File: src/rtl/trig_mux_scan.sv
// trig_mux_scan: registered channel multiplexer with a direct-select mode and
// a masked scan mode. A scan emits every enabled channel in ascending order
// through a valid/ready output slot, skipping disabled channels at no cycle
// cost, then pulses done once the last sample has been taken downstream.
module trig_mux_scan #(
    parameter int WIDTH = 32,
    parameter int NCH   = 16,
    parameter int SELW  = 4
) (
    input  logic                 clk,
    input  logic                 rst,
    input  logic [NCH*WIDTH-1:0] din,
    input  logic [SELW-1:0]      sel,
    input  logic                 mode,
    input  logic                 start,
    input  logic [NCH-1:0]       en_mask,
    input  logic                 q_ready,
    output logic [WIDTH-1:0]     q,
    output logic [SELW-1:0]      q_ch,
    output logic                 q_valid,
    output logic                 busy,
    output logic                 done
);

    typedef enum logic [1:0] {IDLE, SCAN, DRAIN} state_t;

    // Channel table padded to the full select range so any SELW-wide index is legal.
    localparam int NSLOT = 2 ** SELW;

    state_t           state_reg, state_next;
    logic [WIDTH-1:0] q_reg, q_next;
    logic [SELW-1:0]  q_ch_reg, q_ch_next;
    logic             q_valid_reg, q_valid_next;
    logic             done_reg, done_next;
    logic [NCH-1:0]   mask_reg, mask_next;
    logic [SELW-1:0]  ptr_reg, ptr_next;

    logic [WIDTH-1:0] chan [NSLOT];
    logic [SELW-1:0]  first_idx;
    logic             first_any;
    logic [SELW-1:0]  next_idx;
    logic             next_any;
    logic             sel_ok;
    logic             slot_free;

    // Unpack the flat input bus; slots beyond NCH read as zero and are never selected.
    generate
        for (genvar gi = 0; gi < NSLOT; gi++) begin : g_chan
            if (gi < NCH) begin : g_live
                assign chan[gi] = din[gi*WIDTH +: WIDTH];
            end else begin : g_pad
                assign chan[gi] = '0;
            end
        end
    endgenerate

    assign sel_ok    = (32'(sel) < NCH);
    assign slot_free = !q_valid_reg || q_ready;

    // Lowest enabled channel of the incoming mask (first scan target).
    always_comb begin
        first_idx = '0;
        for (int i = NCH - 1; i >= 0; i--) begin
            if (en_mask[i]) begin
                first_idx = SELW'(i);
            end
        end
    end

    assign first_any = |en_mask;

    // Next enabled channel strictly above the pointer; none means the scan is finished.
    always_comb begin
        next_idx = '0;
        next_any = 1'b0;
        for (int i = NCH - 1; i >= 0; i--) begin
            if (mask_reg[i] && (SELW'(i) > ptr_reg)) begin
                next_idx = SELW'(i);
                next_any = 1'b1;
            end
        end
    end

    // Next-state and output-register logic.
    always_comb begin
        state_next   = state_reg;
        q_next       = q_reg;
        q_ch_next    = q_ch_reg;
        q_valid_next = q_valid_reg;
        done_next    = 1'b0;
        mask_next    = mask_reg;
        ptr_next     = ptr_reg;
        case (state_reg)
            IDLE: begin
                if (!mode) begin
                    if (sel_ok) begin
                        q_next       = chan[sel];
                        q_ch_next    = sel;
                        q_valid_next = 1'b1;
                    end else begin
                        q_valid_next = 1'b0;
                    end
                end else begin
                    // Any sample left over is retired by the usual handshake.
                    if (q_ready) begin
                        q_valid_next = 1'b0;
                    end
                    if (start) begin
                        if (first_any) begin
                            mask_next  = en_mask;
                            ptr_next   = first_idx;
                            state_next = SCAN;
                        end else begin
                            done_next = 1'b1;
                        end
                    end
                end
            end
            SCAN: begin
                if (slot_free) begin
                    q_next       = chan[ptr_reg];
                    q_ch_next    = ptr_reg;
                    q_valid_next = 1'b1;
                    if (next_any) begin
                        ptr_next = next_idx;
                    end else begin
                        state_next = DRAIN;
                    end
                end
            end
            DRAIN: begin
                if (q_ready || !q_valid_reg) begin
                    q_valid_next = 1'b0;
                    done_next    = 1'b1;
                    state_next   = IDLE;
                end
            end
            default: begin
                state_next = IDLE;
            end
        endcase
    end

    // State and output registers with synchronous reset.
    always_ff @(posedge clk) begin
        if (rst) begin
            state_reg   <= IDLE;
            q_reg       <= '0;
            q_ch_reg    <= '0;
            q_valid_reg <= 1'b0;
            done_reg    <= 1'b0;
            mask_reg    <= '0;
            ptr_reg     <= '0;
        end else begin
            state_reg   <= state_next;
            q_reg       <= q_next;
            q_ch_reg    <= q_ch_next;
            q_valid_reg <= q_valid_next;
            done_reg    <= done_next;
            mask_reg    <= mask_next;
            ptr_reg     <= ptr_next;
        end
    end

    assign q       = q_reg;
    assign q_ch    = q_ch_reg;
    assign q_valid = q_valid_reg;
    assign busy    = (state_reg != IDLE);
    assign done    = done_reg;

endmodule

File: config.mk
export PLATFORM = sky130hd
export DESIGN_NAME = trig_mux_scan
export DESIGN_NICKNAME = d
export VERILOG_FILES = /design/src/rtl/trig_mux_scan.sv
export SDC_FILE = /design/constraint.sdc
export NUM_CORES = 1
export LEC_CHECK = 0
export BUFFER_PORTS_ARGS = -buffer_cell sky130_fd_sc_hd__buf_2
export CAP_MARGIN = 10
export CORE_AREA = 2 2 221 223
export CTS_CLUSTER_DIAMETER = 150
export DETAILED_ROUTE_END_ITERATION = 7
export DIE_AREA = 0 0 223 225
export HOLD_SLACK_MARGIN = 0.02
export PLACE_DENSITY = 0.45
export SLEW_MARGIN = 10
export SYNTH_ARGS = -nofsm -noshare
export SYNTH_HDL_FRONTEND = slang
export SYNTH_SLANG_ARGS = --single-unit
File: constraint.sdc
create_clock -name clk -period 2.51 [get_ports clk]
set_input_delay 0.3765 -clock clk [delete_from_list [all_inputs] [get_ports clk]]
set_output_delay 0.3765 -clock clk [all_outputs]
set_load 0.02 [all_outputs]
==> Yosys cells after proc, flatten, opt, wreduce, memory -nomap -nowiden <==
Cells that the tools add are included.
{ "word_totals": {"mem_bits_rw": 0, "input_bits": 537, "ff_bits": 60, "latch_bits": 0, "mem_bits_ro": 0, "n_memories": 0, "elab_cells": 149} }
{ "op_classes": {"n_addsub": 0, "reduce_logical": 28, "bitwise": 2, "mul": 0, "order_cmp": 18, "n_eq_ne": 11, "n_shift": 0, "n_mux": 83, "n_div": 0} }
{ "ops": {"columns": ["cell", "count"], "rows": [
  ["$bmux 32 s4", 2],
  ["$mux 32", 6],
  ["$mux 4", 39],
  ["$pmux 32 s2", 1],
  ["$gt 4x4->1 const A", 8],
  ["$mux 1", 24],
  ["$gt 3x4->1 const A", 4],
  ["$logic_and 1x1->1", 16],
  ["$ne 2x2->1 const B", 8],
  ["$pmux 4 s2", 2],
  ["$reduce_or 16->1", 1],
  ["$mux 2", 6],
  ["$reduce_and 6->1", 2],
  ["$ge 5x5->1 const B", 2],
  ["$not 4->5", 2],
  ["$gt 1x4->1 const A", 2],
  ["$gt 2x4->1 const A", 2],
  ["$reduce_and 4->1", 2],
  ["$pmux 2 s3", 1],
  ["$reduce_bool 2->1", 2],
  ["$ne 3x3->1 const B", 1],
  ["$pmux 1 s3", 1],
  ["$reduce_and 3->1", 1],
  ["$reduce_bool 3->1", 1],
  ["6 further kinds", 6]
]} }

==> Logic depth before layout (Yosys ltp) <==
Gate-level depths: netlist of the first run.
{ "logic_depth": {"ltp_word": 21, "ltp_mapped": 10} }

==> Least setup slack after synthesis of the first run <==
Ideal clock, no wire load.
{ "synth_path": {"kind": "in2reg", "startpoint": "input sel[0]", "endpoint": "register q_reg[16], in the netlist q[16]", "stages": 8, "required_ns": 2.377, "arrival_ns": 2.001, "setup_ns": 0.133, "setup_slack_ns": 0.376, "cell_sequence": "buf_6 buf_12 buf_12 buf_8 mux4_2 mux4_2 o22ai_2 nor3_1"} }
{ "synth_between": {"elab_chain_cells": 6} }
{ "synth_lines": {"columns": ["element", "line_no", "text"], "rows": [
  ["start: declaration", "13", "input logic [SELW-1:0] sel,"],
  ["$not 4->5 (implied by the code)", "97", "q_next = chan[sel];"],
  ["$bmux 32 s4", "97", null],
  ["$mux 32 (implied by the code) (2 in series)", "97", null],
  ["$mux 32", "95", "if (!mode) begin"],
  ["$pmux 32 s2", "93", "case (state_reg)"],
  ["end signal: assignment", "156", "q_reg <= q_next;"],
  ["end: declaration", "31", "logic [WIDTH-1:0] q_reg, q_next;"]
]} }
Every way passes these cells. The select of a mux whose other input is x is not followed.
A chain may end at the register's enable or synchronous reset.

==> Final worst setup path of the first run <==
{ "layout_path": {"startpoint": "register ptr_reg[0]", "endpoint": "register q_reg[18], in the netlist q[18]"} }
{ "layout_between": {"elab_chain_cells": 6} }
{ "layout_lines": {"columns": ["element", "line_no", "text"], "rows": [
  ["start: declaration", "36", "logic [SELW-1:0] ptr_reg, ptr_next;"],
  ["start signal: assignment", "161", "ptr_reg <= ptr_next;"],
  ["$not 4->5 (implied by the code)", "121", "q_next = chan[ptr_reg];"],
  ["$bmux 32 s4", "121", null],
  ["$mux 32 (implied by the code) (2 in series)", "121", null],
  ["$mux 32", "120", "if (slot_free) begin"],
  ["$pmux 32 s2", "93", null]
]} }
Every way passes these cells. The select of a mux whose other input is x is not followed.

==> impl_results.md, run 1 <==
* Site row count at 80
* Remaining routing DRC violations at 0
* Share of synthesized area occupied by flip-flops and latches at 10.8%
* Root buffer selected by CTS: clkbuf_16
* Critical path data arrival time at 2.51 ns
* Top-level I/O count at 576
* Non-Filler Cell Area, Final at 15200 sq um
* Post-synthesis area per instance at 11.6 sq um
* Clock buffer depth at 2
* Final hold violations at 0
* Die H at 225 um
* Slowest CP cell: dfxtp_4
* Number of enable-type register cells in the synthesized netlist at 0
* Worst Max-Slew Pin Slew at 0.608 ns
* Max-Slew Margin vs Limit at 59.1%
* Outcome: complete, no violations
* Most instantiated flip-flop cell in the synthesis netlist: dfxtp_1
* Layout overhead on the synthesized area at 38.6%
* Post-layout util at 31.9%
* Proportion of register bits with asynchronous set or reset after synthesis at 0%
* Synth warnings at 0
* Number of violations reported at the end of detailed-routing iteration 0 at 728
* Cells along the critical path: buf_12 -> buf_4 -> mux4_2 -> mux2i_1 -> a21oi_1 -> nor3_1 -> a2111oi_0
* GRT Max-Usage Layer: met2
* Initial Util at 23.0%
* Post-synthesis instance area at 10900 sq um
* Final setup viols at 0
* CTS H-tree depth at 3
* Grt met3 use at 4.03%
* Die width at 223 um
* Yosys top cell area share at 51.3%
* Avg Vias per Cell at 5.52
* Flip-flop and latch count after synthesis at 59
* TritonCTS Buffers at 9
* Post-cts repair resize count at 0
* Setup repair after global routing missed its margin: false
* Critical path launch point type: flip-flop
* Final critical delay including setup and external delays at 2.30 ns
* Cell family with most CP delay: multiplexers
* Total routing resource utilization after global routing at 20.6%
* Dpl cell area at 14800 sq um
* Setup Skew at 0.0105 ns
* Vias in the first global route at 12100
* # port buffers at 575
* Cell leakage power at 5.95 nW
* Element type at the critical path end: flip-flop
* Placer Congestion at 0.911
* Average wire per cell in the routed design at 25.2 um
* Drt pass-1 iters at 4
* Clock transition at the register clock pins on the worst setup and hold paths after CTS at 0.06 ns
* Number of flip-flops in the largest register at 32
* Cell count after synthesis at 941
* Buffers inserted by post-CTS timing repair at 0
* Largest cells by area after synthesis: mux4_2, dfxtp_1, mux2i_1
* Count of clock tree sinks at 59
* Via count of the routed design at 11700
* Delay of the slowest critical-path stage at 0.60 ns
* Power Density at 721 nW/um^2
* Area enclosed by the die boundary at 50200 sq um
* Worst-skew pair later-pin latency at 0.36 ns
* Area of the core at 47500 sq um
* Post-route setup TNS at 0 ns
* Final ANT Viol Nets at 0
* Critical path class: flip-flop to flip-flop
* Fmax at 434 MHz
* Total Nets Final at 2028
* Remaining global-route overflow at 0
* Antenna violations before repair at 17
* Maximum vdd drop at 328 uV
* Post-Syn Nets at 1481
* Most used cells in the layout excluding fill and tap cells: buf_2, mux4_2, mux2i_1
* Maximum fanout count along the critical path at 23
* Fraction of layout instances using a drive strength above 1 at 62.6%
* Wire length reported by the detailed router at 53300 um
* Cell accounting for the most synthesized area: mux4_2
* Max Slew Vio Count at 0
* Met1 routing resource usage after global routing at 25.9%
* CTS tree: done
* CTS Hold Bufs at 0
* Library cells used by synthesis at 59
* Path type of the worst min-delay path: input pin to flip-flop
* Required time worst endpoint at 2.72 ns
* Largest net degree at the start of global routing at 61
* Max_cap viols at 0
* Detailed placement HPWL at 43900 um
* Total power of the final layout at 10.9 mW
* Final worst-path cycle share at 91.7%
* Combined buffer and inverter count along the critical path at 2
* Filler cell count at 4914
* Met2 usage in global routing at 36.0%
* First-pass GRT wire length at 78000 um
* Most common library cell in the layout ignoring fill and taps: buf_2
-- cell type report --
type                            count  area, sq um  share of cell area [%]
Multi-Input combinational cell    754         9090                    60.0
Timing Repair Buffer              652         3700                    24.4
Sequential cell                    59         1200                    7.89
Tap cell                          615          769                    5.08
Clock buffer                       11          253                    1.67
Clock inverter                      5         85.1                   0.561
Inverter                           12         45.0                   0.297
Antenna cell                        7         17.5                   0.116
-- power by group --
part	switching (mW)	total [mW]	internal (mW)
Clock	0.545	1.47	0.928
Combinational	4.17	7.78	3.61
Sequential	0.351	1.68	1.33
Total	5.07	10.9	5.86
-- cell usage after synthesis, drive strengths merged (5+ instances only) --
master and instances:
o21ai 6, nor2b 18, o22ai 49, nor3 50, nor2 66, dfxtp 59
inv 12, a21boi 6, nand2 13, clkbuf 47, mux2i 115, nand3 5
a21oi 79, a2111oi 13, buf 69, a211oi 21, nand2b 9, mux4 251
nor4 5
-- cells by family (layout without fill, tap and decap cells) --
logic type | after synthesis | count (layout) | synth area share, %
other | 0 | 7 | 0
AOI/OAI and AO/OA | 210 | 210 | 12.6
buffers and inverters | 128 | 680 | 6.19
muxes | 366 | 366 | 62.3
adders and majority gates | 3 | 3 | 0.343
DFF | 59 | 59 | 10.8
and+or+nand+nor | 175 | 175 | 7.73
-- worst register-to-register path: cells and delay by family, from the launching register on --
kind	cells	cell delay (ns)
mux	2	0.75
flops	1	0.60
buf+inv	2	0.45
compound gates	2	0.21
simple gates	1	0.15
-- stage by stage --
stage          instances  hold WS (ns)  setup slack (ns)
3_5_place_dp        2092         0.488             0.189
5_1_grt             2113         0.327            0.0537
2_1_floorplan        941         0.450             0.376
4_1_cts             2108         0.287             0.166
3_3_place_gp        2092         0.481             0.191
6_report            2115         0.309             0.207
-- metal layers --
layer / share of wire (%) / wire [um]
met5: 0.15 / 79
met4: 2.3 / 1220
met3: 6.4 / 3410
met2: 51 / 27000
met1: 41 / 21600
-- final timing paths --
path	startpoint	endpoint	slack (ns)	cells after the start
worst min-delay path	en_mask[13]	mask_reg[13]	0.31	3
worst min register to register	q_ch[3]	q_ch[3]	0.50	2
worst max register to register	ptr_reg[0]	q[18]	0.21	7
worst max-delay path	ptr_reg[0]	q[18]	0.21	7
Power figures use the tool's default switching activity.
==> run 2: changes to the inputs <==
- SETUP_SLACK_MARGIN: default -> 0.4
==> impl_results.md, run 2 (synthesis results as in run 1) <==
* Outcome: complete, no violations
* Remaining global-route overflow at 0 (unchanged)
* Worst setup path start: ptr_reg[0]
* Top-level I/O count at 576 (unchanged)
* Cells along the critical path: buf_12 -> or4b_4 -> o21a_1 -> and4bb_2 -> a31oi_4 -> buf_6 -> nor2_2 -> a311oi_2
* Power Density at 741 nW/um^2 (+2.7%)
* Critical path launch point type: flip-flop
* Total Nets Final at 2052 (+1.2%)
* Fraction of layout instances using a drive strength above 1 at 64.5% (+1.8 points)
* Element type at the critical path end: flip-flop
* Capturing element of the worst setup path: ptr_reg[1]
* Origin of the critical flop-to-flop path: ptr_reg[0]
* Fmax at 468 MHz (+7.8%)
* Critical path data arrival time at 2.40 ns (-0.11 ns)
* Max_cap viols at 0 (unchanged)
* Total routing resource utilization after global routing at 21.0% (+0.36 points)
* Maximum fanout count along the critical path at 7 (-70%)
* Count of non-filler cells in the finished layout at 2140 (+1.2%)
* Max Slew Vio Count at 0 (unchanged)
* Setup repair after global routing missed its margin: true
* Via count of the routed design at 11800 (+1.1%)
* CTS tree: done
* Root buffer selected by CTS: clkbuf_16
* Final setup viols at 0 (unchanged)
* Placed cell count at 2085 (-0.33%)
* Count of clock tree sinks at 59 (unchanged)
* Path type of the worst min-delay path: input pin to flip-flop
* Maximum vdd drop at 431 uV (+31%)
* Avg Vias per Cell at 5.52 (about the same)
* Max-Slew Margin vs Limit at 46.7% (-12 points)
* Detailed placement HPWL at 44000 um (+0.25%)
* CTS H-tree depth at 3 (unchanged)
* Clock buffer depth at 2 (unchanged)
* Worst-skew pair later-pin latency at 0.36 ns (about the same)
* Delay of the slowest critical-path stage at 0.48 ns (-0.12 ns)
* Cell leakage power at 6.15 nW (+3.3%)
* Number of flip-flops in the largest register at 32 (unchanged)
* Layout overhead on the synthesized area at 42.7%
* Initial Util at 23.0% (unchanged)
* Post-route setup TNS at 0 ns (unchanged)
* Required time worst endpoint at 2.77 ns (+0.05 ns)
* Setup Skew at 0.00628 ns (-0.00427 ns)
* Final ANT Viol Nets at 0 (unchanged)
* Final Worst Setup Slack at 0.375 ns (+0.167 ns)
* Most used cells in the layout excluding fill and tap cells: buf_2, mux4_2, mux2i_1
* Area enclosed by the die boundary at 50200 sq um (unchanged)
* Largest net degree at the start of global routing at 56 (-8.2%)
* Worst Max-Slew Pin Slew at 0.800 ns (+0.192 ns)
* Number of violations reported at the end of detailed-routing iteration 0 at 745 (+2.3%)
* Min Hold Slack at 0.299 ns (-0.0102 ns)
* Area of the core at 47500 sq um (unchanged)
* Endpoint of the worst register-to-register path: ptr_reg[1]
* First-pass GRT wire length at 78700 um (+0.96%)
* Count of cells along the worst register-to-register path at 8 (+1)
* Clock transition at the register clock pins on the worst setup and hold paths after CTS at 0.06 ns (about the same)
* Placer Congestion at 0.947 (+4.0%)
* R2R Setup Slk at 0.37 ns (+0.17 ns)
* Wire length reported by the detailed router at 55400 um (+3.9%)
* Vias in the first global route at 12500 (+3.6%)
* Average wire per cell in the routed design at 25.9 um (+2.7%)
* Most common library cell in the layout ignoring fill and taps: buf_2
* Die H at 225 um (unchanged)
* Die width at 223 um (unchanged)
* Final critical delay including setup and external delays at 2.14 ns (-0.167 ns)
* Critical path class: flip-flop to flip-flop
* Antenna violations before repair at 13 (-4)
* Final worst-path cycle share at 85.1% (-6.7 points)
* # port buffers at 575 (unchanged)
* TritonCTS Buffers at 9 (unchanged)
* Slowest CP cell: or4b_4
* Final hold violations at 0 (unchanged)
* Site row count at 80 (unchanged)
* Remaining routing DRC violations at 0 (unchanged)
* Drt pass-1 iters at 5 (+1)
* Post-place setup slack at 0.165 ns (-0.0240 ns)
run 2: cell count changes in the layout (fill, tap and decap cells not counted), sizes merged:
cell / change
clkbuf: +4
buf: +18
diode: +1
clkinvlp: +1
bufinv: -1
inv: +2
run 2: power by group:
group / total [mW] / internal [mW] / leakage, nW / switching [mW]
registers: 1.62 / 1.33 / 0.490 / 0.297
clock network: 1.35 / 0.776 / 0.142 / 0.571
logic: 8.59 / 4.09 / 5.51 / 4.50
total: 11.6 / 6.19 / 6.15 / 5.36
run 2: per-layer routing:
| metal | wire, um | part of all wire (%) | vias to the layer above | global-route usage (%) |
|---|---|---|---|---|
| li1 | - | - | 5183 | - |
| met5 | 61 | 0.11 | - | 0 |
| met3 | 3990 | 7.2 | 84 | 5.03 |
| met2 | 28500 | 51 | 598 | 37.1 |
| met4 | 1340 | 2.4 | 10 | 6.67 |
| met1 | 21500 | 39 | 5931 | 25.1 |
run 2: worst min path at each step:
stage                startpoint  slack, ns  cells after the start      endpoint
finish              en_mask[14]       0.30                      3  mask_reg[14]
global route        en_mask[14]       0.30                      3  mask_reg[14]
CTS                 en_mask[14]       0.27                      3  mask_reg[14]
detailed placement         q[9]       0.48                      2          q[9]
global placement          q[12]       0.48                      2         q[12]
floorplan           mask_reg[6]       0.45                      2   mask_reg[6]
run 2: timing repair:
action | in CTS | in global routing
gates resized for setup | 5 | 40
buffers inserted | 8 | 17
hold buffers | 0 | 0
gates cloned | 0 | 6
pin swaps | 4 | 9
endpoints found under the setup margin | 36 | 35
run 2: cell type report:
| type | instances | area, sq um |
|---|---|---|
| diodes | 8 | 20.0 |
| clock buffers | 9 | 225 |
| clock inverters | 7 | 76.3 |
| repair buffers | 676 | 4070 |
| inverters | 12 | 45.0 |
| well taps | 615 | 769 |
| flip-flops and latches | 59 | 1200 |
| fillers | 4881 | 31900 |
| multi-input cells | 754 | 9200 |
run 2: worst max-delay path, delay by kind of cell (launching register included):
kind | cells | cell delay [ns]
and+or+nand+nor | 3 | 0.78
AOI/OAI and AO/OA | 3 | 0.60
DFF | 1 | 0.37
buffers and inverters | 2 | 0.29
run 2: stage by stage:
stage | util [%] | area (sq um) | total power [mW]
2_1_floorplan | - | 10900 | 6.79
3_3_place_gp | 31.0 | 14700 | 9.47
3_5_place_dp | 31.0 | 14700 | 9.50
4_1_cts | 31.8 | 15100 | 11.0
5_1_grt | 32.8 | 15600 | 12.3
6_report | 32.8 | 15600 | 11.6
==> run 3: changes to the inputs <==
==> constraint.sdc (replaced) <==
create_clock -name clk -period 2.51 [get_ports clk]
set_input_delay 0.251 -clock clk [delete_from_list [all_inputs] [get_ports clk]]
set_output_delay 0.251 -clock clk [all_outputs]
set_load 0.02 [all_outputs]
==> impl_results.md, run 3 (synthesis results as in run 1) <==
* Die width at 223 um (unchanged)
* Die H at 225 um (unchanged)
* Vias in the first global route at 12200 (-2.4%)
* Average wire per cell in the routed design at 26.0 um (+0.34%)
* Area of the core at 47500 sq um (unchanged)
* Final hold violations at 0 (unchanged)
* CTS H-tree depth at 3 (unchanged)
* Worst Max-Slew Pin Slew at 0.851 ns (+0.0515 ns)
* Placer Congestion at 0.934 (-1.4%)
* Final critical delay including setup and external delays at 2.19 ns (+0.0513 ns)
* Max-Slew Margin vs Limit at 43.2% (-3.4 points)
* Via count of the routed design at 11900 (+1.2%)
* Maximum vdd drop at 397 uV (-7.8%)
* Max Slew Vio Count at 0 (unchanged)
* Detailed placement HPWL at 43800 um (-0.42%)
* Outcome: complete, no violations
* Number of flip-flops in the largest register at 32 (unchanged)
* Cell leakage power at 6.16 nW (+0.27%)
* Number of violations reported at the end of detailed-routing iteration 0 at 743 (-0.27%)
* First-pass GRT wire length at 79100 um (+0.53%)
* Most used cells in the layout excluding fill and tap cells: buf_2, mux4_2, mux2i_1
* Post-route setup TNS at 0 ns (unchanged)
* Most common library cell in the layout ignoring fill and taps: buf_2
* Worst-skew pair later-pin latency at 0.37 ns (about the same)
* Post-layout util at 32.9% (+0.074 points)
* Avg Vias per Cell at 5.56 (+0.83%)
* Setup repair after global routing missed its margin: true
* # port buffers at 575 (unchanged)
* Area enclosed by the die boundary at 50200 sq um (unchanged)
* CTS tree: done
* CTS Hold Bufs at 0 (unchanged)
* Total routing resource utilization after global routing at 21.1% (+0.14 points)
* Met2 Routed Length at 28100 um (-1.3%)
* Clock buffer depth at 2 (unchanged)
* Initial Util at 23.0% (unchanged)
* Wire length on met3 at 4230 um (+5.9%)
* Largest net degree at the start of global routing at 61 (+8.9%)
* Clock transition at the register clock pins on the worst setup and hold paths after CTS at 0.07 ns (about the same)
* Wire length reported by the detailed router at 55800 um (+0.71%)
* Routed length on met1 at 21400 um (-0.32%)
* Antenna violations before repair at 20 (+7)
* Path type of the worst min-delay path: input pin to flip-flop
* Max_cap viols at 0 (unchanged)
* Count of clock tree sinks at 59 (unchanged)
* Total Nets Final at 2051 (-0.049%)
* Critical path launch point type: flip-flop
* Power Density at 742 nW/um^2 (+0.18%)
* Filler cell count at 4868 (-0.27%)
* Required time worst endpoint at 2.77 ns (about the same)
* Remaining global-route overflow at 0 (unchanged)
* Setup Skew at 0.0138 ns (+0.00756 ns)
* Site row count at 80 (unchanged)
* Highest layer used for signal routing: met5
* Remaining routing DRC violations at 0 (unchanged)
* Top-level I/O count at 576 (unchanged)
* Slowest CP cell: or4b_4
* Final ANT Viol Nets at 0 (unchanged)
* Fraction of layout instances using a drive strength above 1 at 64.4% (-0.089 points)
* Critical path class: flip-flop to flip-flop
* TritonCTS Buffers at 9 (unchanged)
* Root buffer selected by CTS: clkbuf_16
* Drt pass-1 iters at 5 (unchanged)
* Min Hold Slack at 0.167 ns (-0.133 ns)
* Cells along the critical path: buf_12 -> or4b_4 -> o21a_1 -> and4bb_2 -> a31oi_4 -> nor2_1 -> a311oi_1
* Maximum fanout count along the critical path at 6 (-1)
* Critical path data arrival time at 2.45 ns (+0.05 ns)
* Delay of the slowest critical-path stage at 0.53 ns (+0.05 ns)
* Final worst-path cycle share at 87.1% (+2.0 points)
* Fmax at 457 MHz (-2.3%)
* Element type at the critical path end: flip-flop
* Final setup viols at 0 (unchanged)
* Layout overhead on the synthesized area at 43.1%
## run 3: timing repair
item,4_1_cts,5_1_grt
gates resized for setup,5,35
setup endpoints to repair,33,51
pin swaps,2,14
buffers inserted,5,27
gates cloned,1,7
## run 3: worst paths after layout
kind | depth (start not counted) | end | start | slack [ns]
min | 3 | mask_reg[14] | en_mask[14] | 0.17
min reg2reg | 2 | q_ch[2] | q_ch[2] | 0.50
max | 7 | ptr_reg[1] | ptr_reg[0] | 0.32
max reg2reg | 7 | ptr_reg[1] | ptr_reg[0] | 0.32
## run 3: final cells by class
cell class / count / area, sq um / share of cell area [%]
diodes: 17 / 42.5 / 0.272
clock inverters: 7 / 76.3 / 0.488
flip-flops and latches: 59 / 1200 / 7.65
multi-input cells: 754 / 9190 / 58.7
inverters: 12 / 45.0 / 0.288
repair buffers: 675 / 4100 / 26.2
well taps: 615 / 769 / 4.92
clock buffers: 9 / 225 / 1.44
## run 3: metal layers
metal | vias to the layer above | track usage [%]
li1 | 5192 | -
met1 | 5983 | 25.7
met2 | 671 | 36.2
met3 | 92 | 4.45
met4 | 10 | 8.92
met5 | - | 0
## run 3: where the power goes
part           total [mW]  internal, mW  leakage, nW  switching (mW)
logic                8.59          4.12         5.53            4.47
registers            1.64          1.33        0.490           0.312
clock network        1.37         0.776        0.143           0.598
## run 3: stage by stage
stage          power [mW]  setup slack [ns]  instance area (sq um)  cells
2_1_floorplan        6.79             0.472                  10900    941
4_1_cts              10.9             0.366                  15100   2097
3_3_place_gp         9.29             0.198                  14600   2075
6_report             11.6             0.323                  15600   2148
5_1_grt              12.3             0.240                  15600   2143
3_5_place_dp         9.35             0.158                  14600   2075
## run 3: worst max-delay path, delay by kind of cell (launching register included)
kind	cells	cell delay [ns]
AO/OA/AOI/OAI	3	0.66
buffers and inverters	1	0.15
flip-flops	1	0.40
AND/OR/NAND/NOR	3	0.87
